<file path="src/rtl/vga_fb_reader.sv">
// vga_fb_reader: VGA timing generator that reads a 2x2-scaled RGB565 frame buffer
// and has a built-in colour-bar test mode.
module vga_fb_reader #(
    parameter int H_ACTIVE = 640,
    parameter int H_FP     = 16,
    parameter int H_SYNC   = 96,
    parameter int H_BP     = 48,
    parameter int V_ACTIVE = 480,
    parameter int V_FP     = 10,
    parameter int V_SYNC   = 2,
    parameter int V_BP     = 33,
    parameter int IMG_W    = 320,
    parameter int IMG_H    = 240,
    parameter int AW       = 17
) (
    input  logic          pclk,
    input  logic          rst_n,
    input  logic          test_pattern,
    output logic [AW-1:0] rd_addr,
    input  logic [15:0]   rd_data,
    output logic [4:0]    vga_r,
    output logic [5:0]    vga_g,
    output logic [4:0]    vga_b,
    output logic          vga_hs,
    output logic          vga_vs,
    output logic          vga_de,
    output logic          frame_start
);
    localparam int H_TOTAL = H_ACTIVE + H_FP + H_SYNC + H_BP;
    localparam int V_TOTAL = V_ACTIVE + V_FP + V_SYNC + V_BP;
    localparam int HW      = $clog2(H_TOTAL);
    localparam int VW      = $clog2(V_TOTAL);
    localparam int BAR     = H_ACTIVE / 8;
    localparam logic [HW-1:0] H_LAST = HW'(H_TOTAL - 1);
    localparam logic [HW-1:0] H_VIS  = HW'(H_ACTIVE);
    localparam logic [HW-1:0] HS_BEG = HW'(H_ACTIVE + H_FP);
    localparam logic [HW-1:0] HS_END = HW'(H_ACTIVE + H_FP + H_SYNC);
    localparam logic [VW-1:0] V_LAST = VW'(V_TOTAL - 1);
    localparam logic [VW-1:0] V_VIS  = VW'(V_ACTIVE);
    localparam logic [VW-1:0] VS_BEG = VW'(V_ACTIVE + V_FP);
    localparam logic [VW-1:0] VS_END = VW'(V_ACTIVE + V_FP + V_SYNC);

    logic [HW-1:0] h_cnt;
    logic [VW-1:0] v_cnt;
    logic [AW-1:0] line_base;
    logic          h_end, vis, hs_n, vs_n, sof, tp_q, tp_now;
    logic [15:0]   bar, bar_p1, bar_p2;
    logic [1:0]    de_p, hs_p, vs_p, fs_p, sel_p;

    // Raster position decode, sync windows and colour-bar lookup for the current counter
    always_comb begin
        h_end  = h_cnt == H_LAST;
        vis    = (h_cnt < H_VIS) && (v_cnt < V_VIS);
        hs_n   = !((h_cnt >= HS_BEG) && (h_cnt < HS_END));
        vs_n   = !((v_cnt >= VS_BEG) && (v_cnt < VS_END));
        sof    = (h_cnt == '0) && (v_cnt == '0);
        tp_now = sof ? test_pattern : tp_q;
        bar    = (h_cnt < HW'(BAR))     ? 16'hFFFF :
                 (h_cnt < HW'(2 * BAR)) ? 16'hFFE0 :
                 (h_cnt < HW'(3 * BAR)) ? 16'h07FF :
                 (h_cnt < HW'(4 * BAR)) ? 16'h07E0 :
                 (h_cnt < HW'(5 * BAR)) ? 16'hF81F :
                 (h_cnt < HW'(6 * BAR)) ? 16'hF800 :
                 (h_cnt < HW'(7 * BAR)) ? 16'h001F : 16'h0000;
    end

    // Horizontal and vertical raster counters
    always_ff @(posedge pclk or negedge rst_n) begin
        if (!rst_n) begin
            h_cnt <= '0;
            v_cnt <= '0;
        end else begin
            h_cnt <= h_end ? '0 : h_cnt + 1'b1;
            if (h_end)
                v_cnt <= (v_cnt == V_LAST) ? '0 : v_cnt + 1'b1;
        end
    end

    // Buffer addressing: each stored row feeds two display lines, each stored pixel two clocks
    always_ff @(posedge pclk or negedge rst_n) begin
        if (!rst_n) begin
            line_base <= '0;
            rd_addr   <= '0;
        end else begin
            line_base <= (v_cnt == '0) ? '0 :
                         (h_end && v_cnt[0] && (v_cnt[VW-1:1] < (VW-1)'(IMG_H))) ? line_base + AW'(IMG_W) :
                         line_base;
            if (vis)
                rd_addr <= line_base + AW'(h_cnt >> 1);
        end
    end

    // Delay line so control signals and bar colours meet the returning read data
    always_ff @(posedge pclk or negedge rst_n) begin
        if (!rst_n) begin
            de_p   <= '0;
            hs_p   <= '1;
            vs_p   <= '1;
            fs_p   <= '0;
            sel_p  <= '0;
            tp_q   <= 1'b0;
            bar_p1 <= '0;
            bar_p2 <= '0;
        end else begin
            de_p   <= {de_p[0], vis};
            hs_p   <= {hs_p[0], hs_n};
            vs_p   <= {vs_p[0], vs_n};
            fs_p   <= {fs_p[0], sof};
            sel_p  <= {sel_p[0], tp_now};
            tp_q   <= tp_now;
            bar_p1 <= bar;
            bar_p2 <= bar_p1;
        end
    end

    // Output registers: colour is forced to black outside the visible window
    always_ff @(posedge pclk or negedge rst_n) begin
        if (!rst_n) begin
            {vga_r, vga_g, vga_b} <= '0;
            vga_hs      <= 1'b1;
            vga_vs      <= 1'b1;
            vga_de      <= 1'b0;
            frame_start <= 1'b0;
        end else begin
            {vga_r, vga_g, vga_b} <= de_p[1] ? (sel_p[1] ? bar_p2 : rd_data) : '0;
            vga_hs      <= hs_p[1];
            vga_vs      <= vs_p[1];
            vga_de      <= de_p[1];
            frame_start <= fs_p[1];
        end
    end
endmodule

</file>
<file path="config.mk">
export PLATFORM = sky130hd
export DESIGN_NAME = vga_fb_reader
export DESIGN_NICKNAME = d
export VERILOG_FILES = /design/src/rtl/vga_fb_reader.sv
export SDC_FILE = /design/constraint.sdc
export NUM_CORES = 1
export LEC_CHECK = 0
export BUFFER_PORTS_ARGS = -buffer_cell sky130_fd_sc_hd__buf_4
export CAP_MARGIN = 25
export CORE_ASPECT_RATIO = 0.8
export CORE_UTILIZATION = 60
export CTS_CLUSTER_SIZE = 20
export DETAILED_ROUTE_END_ITERATION = 8
export PLACE_DENSITY_LB_ADDON = 0.1
export SKIP_CTS_REPAIR_TIMING = 1
export SYNTH_ARGS = -nofsm -noshare
export SYNTH_HDL_FRONTEND = slang
export SYNTH_SLANG_ARGS = --single-unit
</file>
<file path="constraint.sdc">
create_clock -name pclk -period 4.8 [get_ports pclk]
set_clock_uncertainty 0.2 [all_clocks]
set_input_delay 1.2 -clock pclk [delete_from_list [all_inputs] [get_ports pclk]]
set_output_delay 1.2 -clock pclk [all_outputs]
set_load 0.005 [all_outputs]
</file>
======== After elaboration in Yosys (flattened, before gate mapping) ========
Cells that the tools add are included.
storage, ports and cells
  flip-flop bits (word level) ............. 117
  bits of input ports ..................... 19
  output and inout bits ................... 37
  logic and storage cells ................. 64
cells by class
  $add $sub $neg .......................... 4
  order comparisons ....................... 14
  equality and inequality tests ........... 2
  mux-type cells .......................... 14
  reduce and logical (&&, ||, !) cells .... 11
operators by type and width
  operator                                                             number
  two-way mux 16 bit                                                   8
  less-than comparator 10 x 9 -> 1 bit (second input constant)         5
  two-way mux 17 bit                                                   2
  less-than comparator 10 bit (second input constant)                  3
  adder 10 x 1 -> 10 bit (second input constant)                       2
  equality test 10 bit (second input constant)                         2
  logical NOT 10 bit                                                   2
  less-than comparator 10 x 8 -> 1 bit (second input constant)         2
  two-way mux 10 bit                                                   2
  adder 17 x 9 -> 17 bit                                               1
  adder 17 x 9 -> 17 bit (second input constant)                       1
  greater-or-equal comparator 10 bit (second input constant)           1
  greater-or-equal comparator 10 x 9 -> 1 bit (second input constant)  1
  less-than comparator 10 x 7 -> 1 bit (second input constant)         1
  less-than comparator 9 x 8 -> 1 bit (second input constant)          1
  logical AND 1 bit                                                    6
  two-way mux 5 bit                                                    1
  logical NOT 1 bit                                                    2
  nonzero test 2 bit                                                   1
  two-way mux 1 bit                                                    1

======== Logic depth before layout (Yosys ltp) ========
  word-level depth ........................ 8
  depth in mapped cells ................... 7
  gate-level depth less buffers ........... 6

======== Worst setup path after synthesis ========
No wires, ideal clock.
  kind .................................... flip-flop to flip-flop
  start point ............................. register h_cnt[7]
  end point ............................... register line_base[13]
  setup time .............................. 0.078 ns
  arrival time ............................ 1.934 ns
  data required time ...................... 4.522 ns
  slack ................................... 2.588 ns
  stages on the path, launching flop included .. 7
  buffers on the path ..................... 2
  clock period less this slack ............ 2.212 ns
  cells stage by stage .................... dfrtp_1 buf_6 or3_4 or3_1 buf_2 or4_1 a21oi_1
on the way
  cells in the longest elaborated chain, start to end .. 4
ends and longest elaborated chain
  item                                 line  source
  start, declared                      43    logic [HW-1:0] h_cnt;
  start signal, assigned               73    h_cnt <= h_end ? '0 : h_cnt + 1'b1;
  equality test 10 bit                 52    h_end = h_cnt == H_LAST;
  logical AND 1 bit (2 in series)      86    (h_end && v_cnt[0] && (v_cnt[VW-1:1] < (VW-1)'(IMG_H))) ? line_base + AW'(IMG_W) :
  nonzero test 2 bit (no source line)  --
  end signal, assigned                 85    line_base <= (v_cnt == '0) ? '0 :
  end, declared                        45    logic [AW-1:0] line_base;
Every way passes these cells.
A chain may end at the register's enable or synchronous reset.

======== Worst setup path in the final report ========
  start point ............................. register v_cnt[0]
  end point ............................... register sel_p[0]
on the way
  cells in the longest elaborated chain, start to end .. 3
ends and longest elaborated chain
  item                    line  source
  start, declared         44    logic [VW-1:0] v_cnt;
  start signal, assigned  75    v_cnt <= (v_cnt == V_LAST) ? '0 : v_cnt + 1'b1;
  logical NOT 10 bit      56    sof = (h_cnt == '0) && (v_cnt == '0);
  logical AND 1 bit       56
  net sof                 46    logic h_end, vis, hs_n, vs_n, sof, tp_q, tp_now;
  two-way mux 1 bit       57    tp_now = sof ? test_pattern : tp_q;
  end signal, assigned    109   sel_p <= {sel_p[0], tp_now};
  end, declared           48    logic [1:0] de_p, hs_p, vs_p, fs_p, sel_p;
The timed path passes the listed nets, and every way through them passes these cells.

==> summary.txt <==
Outcome -> finished, final reports clean
Max-cap viol count -> 0
Ys flop type -> dfrtp_1
Max VDD drop -> 0.218 mV
Core Region -> 6010 µm²
Post-synth EDFFs -> 0
Placed cell area -> 4200 µm²
Crit path cell chain -> inv_1 -> ha_1 -> nor4b_1 -> and3_1 -> and3_1 -> mux2_2
Gr ovfl total -> 0
Critical Setup Path Class -> flip-flop to flip-flop
Vias -> 2876
Clock insertion delay at the later pin of the skew report -> 0.35 ns
Iter 0 DRT Violations -> 186
Final cycle utilization of the critical path -> 60.5%
CTS Buf Count -> 9
Final hold vios -> 0
Commonest non-fill, non-tap cell in the layout -> dfrtp_1
DRC violations left -> 0
ANT cells -> 0
Clock root cell -> clkbuf_8
Pleak -> 0.00195 µW
Yosys cell types -> 47
Setup TNS -> 0 ns
RSZ-0062 raised after global routing -> false
Design Power -> 1280 µW
Synth warn -> 0
Sw Pwr -> 266 µW
Layout cells sized above 1 -> 20.0%
CTS tree -> done
Max Slew Vio Count -> 0
Total die area -> 6620 µm²
First-pass GRT wire length -> 12.7 mm
Worst slew margin -> 38.3%
Final nets -> 437
Top-Level Pins -> 56
Post-route cell area -> 4430 µm²
Int Power -> 1010 µW
Most used cell, CP -> and3_1
H-Tree Depth -> 3
Power per cell area -> 288 nW/µm²
P&R area growth vs syn -> 17.3%
Largest net degree at the start of global routing -> 85
CP endpoint kind -> flip-flop
# setup viols final -> 0
Max Buffers Root-to-Sink -> 2
Post-synthesis async set-or-reset flop share -> 100%
Least-Margin Pin Slew -> 0.920 ns
Hold Path Class -> flip-flop to flip-flop
Critical path data required time -> 4.84 ns
All-Layer GR Usage -> 25.0%
Vias in the first global route -> 2678
Drt pass-1 iters -> 4
Vias per Instance -> 5.80
Antenna violations before repair -> 0
Initial Utilization -> 62.9%
Post-synthesis sequential area ratio -> 55.8%
Fmax -> 345 MHz
Avg Cell Area, Syn -> 10.4 µm²
ANT nets after route -> 0
Switching part of the total -> 20.8%
Post-Synthesis Cells -> 363
Net Count, Synth -> 390
Commonest non-fill, non-tap cells in the layout -> dfrtp_1 (78), buf_4 (55), nand2_1 (37), o21ai_0 (27)
Crit Path Max Fanout -> 12
Delay-heaviest family, CP -> simple AND/OR/NAND/NOR gates
DR WL/cell -> 15.4 µm
Reg clk slew, reported paths -> 0.08 ns
Site Rows -> 25
Routability Congestion -> 0.849
PortBufs -> 55
Comb pwr share -> 4.1%
Crit-path max cell delay -> 0.61 ns
Clk sinks -> 84
Die Y -> 73.0 µm
CP bufs+invs -> 1
Syn Std Cell Area -> 3780 µm²
Critical path arrival -> 2.94 ns
Setup crit start kind -> flip-flop
HPWL after DPL -> 5.25 mm
Power share of the clock group -> 39.5%
Sequential share of power -> 56.4%
Post-synthesis register bit count -> 84
Final Critical Period -> 2.90 ns
Die width -> 90.7 µm
Final WL -> 7.66 mm
Crit-path slowest cell -> nor4b_1
-- synth_stat cells (all sizes together) (2+ instances only) --
cell type	instances	area share, %
a21boi	17	3.4
a21oi	17	2.3
a221oi	2	0.46
a31oi	8	1.3
and2	2	0.33
and3	7	1.2
and4	4	0.93
buf	3	0.73
clkbuf	17	1.7
dfrtp	78	52
dfstp	6	4.2
ha	8	2.6
inv	8	0.79
nand2	37	3.7
nand2b	17	2.8
nand3	14	1.9
nand4	9	1.5
nor2	16	1.6
nor3	5	0.79
nor4	2	0.33
o21ai	27	3.6
o31ai	7	1.4
or3	13	2.3
or4	7	1.4
xnor2	10	2.3
xor2	4	0.93
-- worst paths after layout --
check,startpoint,to,slack (ns),depth (start not counted)
max,v_cnt[0]$_DFFE_PN0N_,sel_p[0]$_DFFE_PN0N_,1.90,6
min,de_p[0]$_DFF_PN0_,de_p[1]$_DFF_PN0_,0.15,0
max reg2reg,v_cnt[0]$_DFFE_PN0N_,sel_p[0]$_DFFE_PN0N_,1.90,6
min reg2reg,de_p[0]$_DFF_PN0_,de_p[1]$_DFF_PN0_,0.15,0
max in group asynchronous,rst_n,vga_hs$_DFF_PN1_,3.14,2
min in group asynchronous,rst_n,vga_g[1]$_DFF_PN0_,0.60,1
-- routing by layer --
metal	global-route usage, %	part of all wire, %	vias to the layer above
li1	-	-	1395
met1	33.9	46	1375
met2	39.2	47	94
met3	6.46	5.6	12
met4	9.50	1.5	0
met5	0	0	-
-- metrics by stage --
stage | worst slack (ns) | utilization, % | std cells | hold slack (ns)
after floorplan | 2.59 | - | 363 | 0.131
after global placement | 2.20 | 69.9 | 479 | 0.133
after CTS | 1.95 | 73.3 | 495 | 0.151
after global routing | 1.69 | 73.8 | 496 | 0.158
after detailed placement | 1.98 | 69.9 | 479 | 0.136
final | 1.90 | 73.8 | 496 | 0.150
-- state kept, by name, indices dropped and copies added, names as in the netlist, 5 cells and up --
register   flops
h_cnt         10
rd_addr       17
v_cnt         10
vga_g          6
vga_b          5
vga_r          5
line_base     11
-- cell type report --
type	count	area, µm²
Clock buffer	12	155
Multi-Input combinational cell	250	1540
Tap cell	81	101
Timing Repair Buffer	56	440
Fill cell	432	1580
Sequential cell	84	2110
Clock inverter	4	47.5
Inverter	9	33.8
-- power by group through the flow --
stage	sequential (µW)	clock, µW	combinational, µW
2_1_floorplan	734	0	10.7
3_3_place_gp	735	0	49.3
3_5_place_dp	735	0	50.8
4_1_cts	721	513	50.9
5_1_grt	722	542	58.8
6_report	721	504	52.4
-- kinds of logic (layout without fill, tap and decap cells) --
family / Yosys count / in the layout / synth area share [%]
multiplexers: 1 / 1 / 0.298
flip-flops: 84 / 84 / 55.8
AND/OR/NAND/NOR: 140 / 140 / 20.1
XOR/XNOR: 14 / 14 / 3.25
adder cells (fa/ha/maj): 9 / 9 / 2.91
buffers and inverters: 29 / 81 / 3.31
AO/OA/AOI/OAI: 86 / 86 / 14.3
No activity file was read; power rests on OpenSTA's default activity.
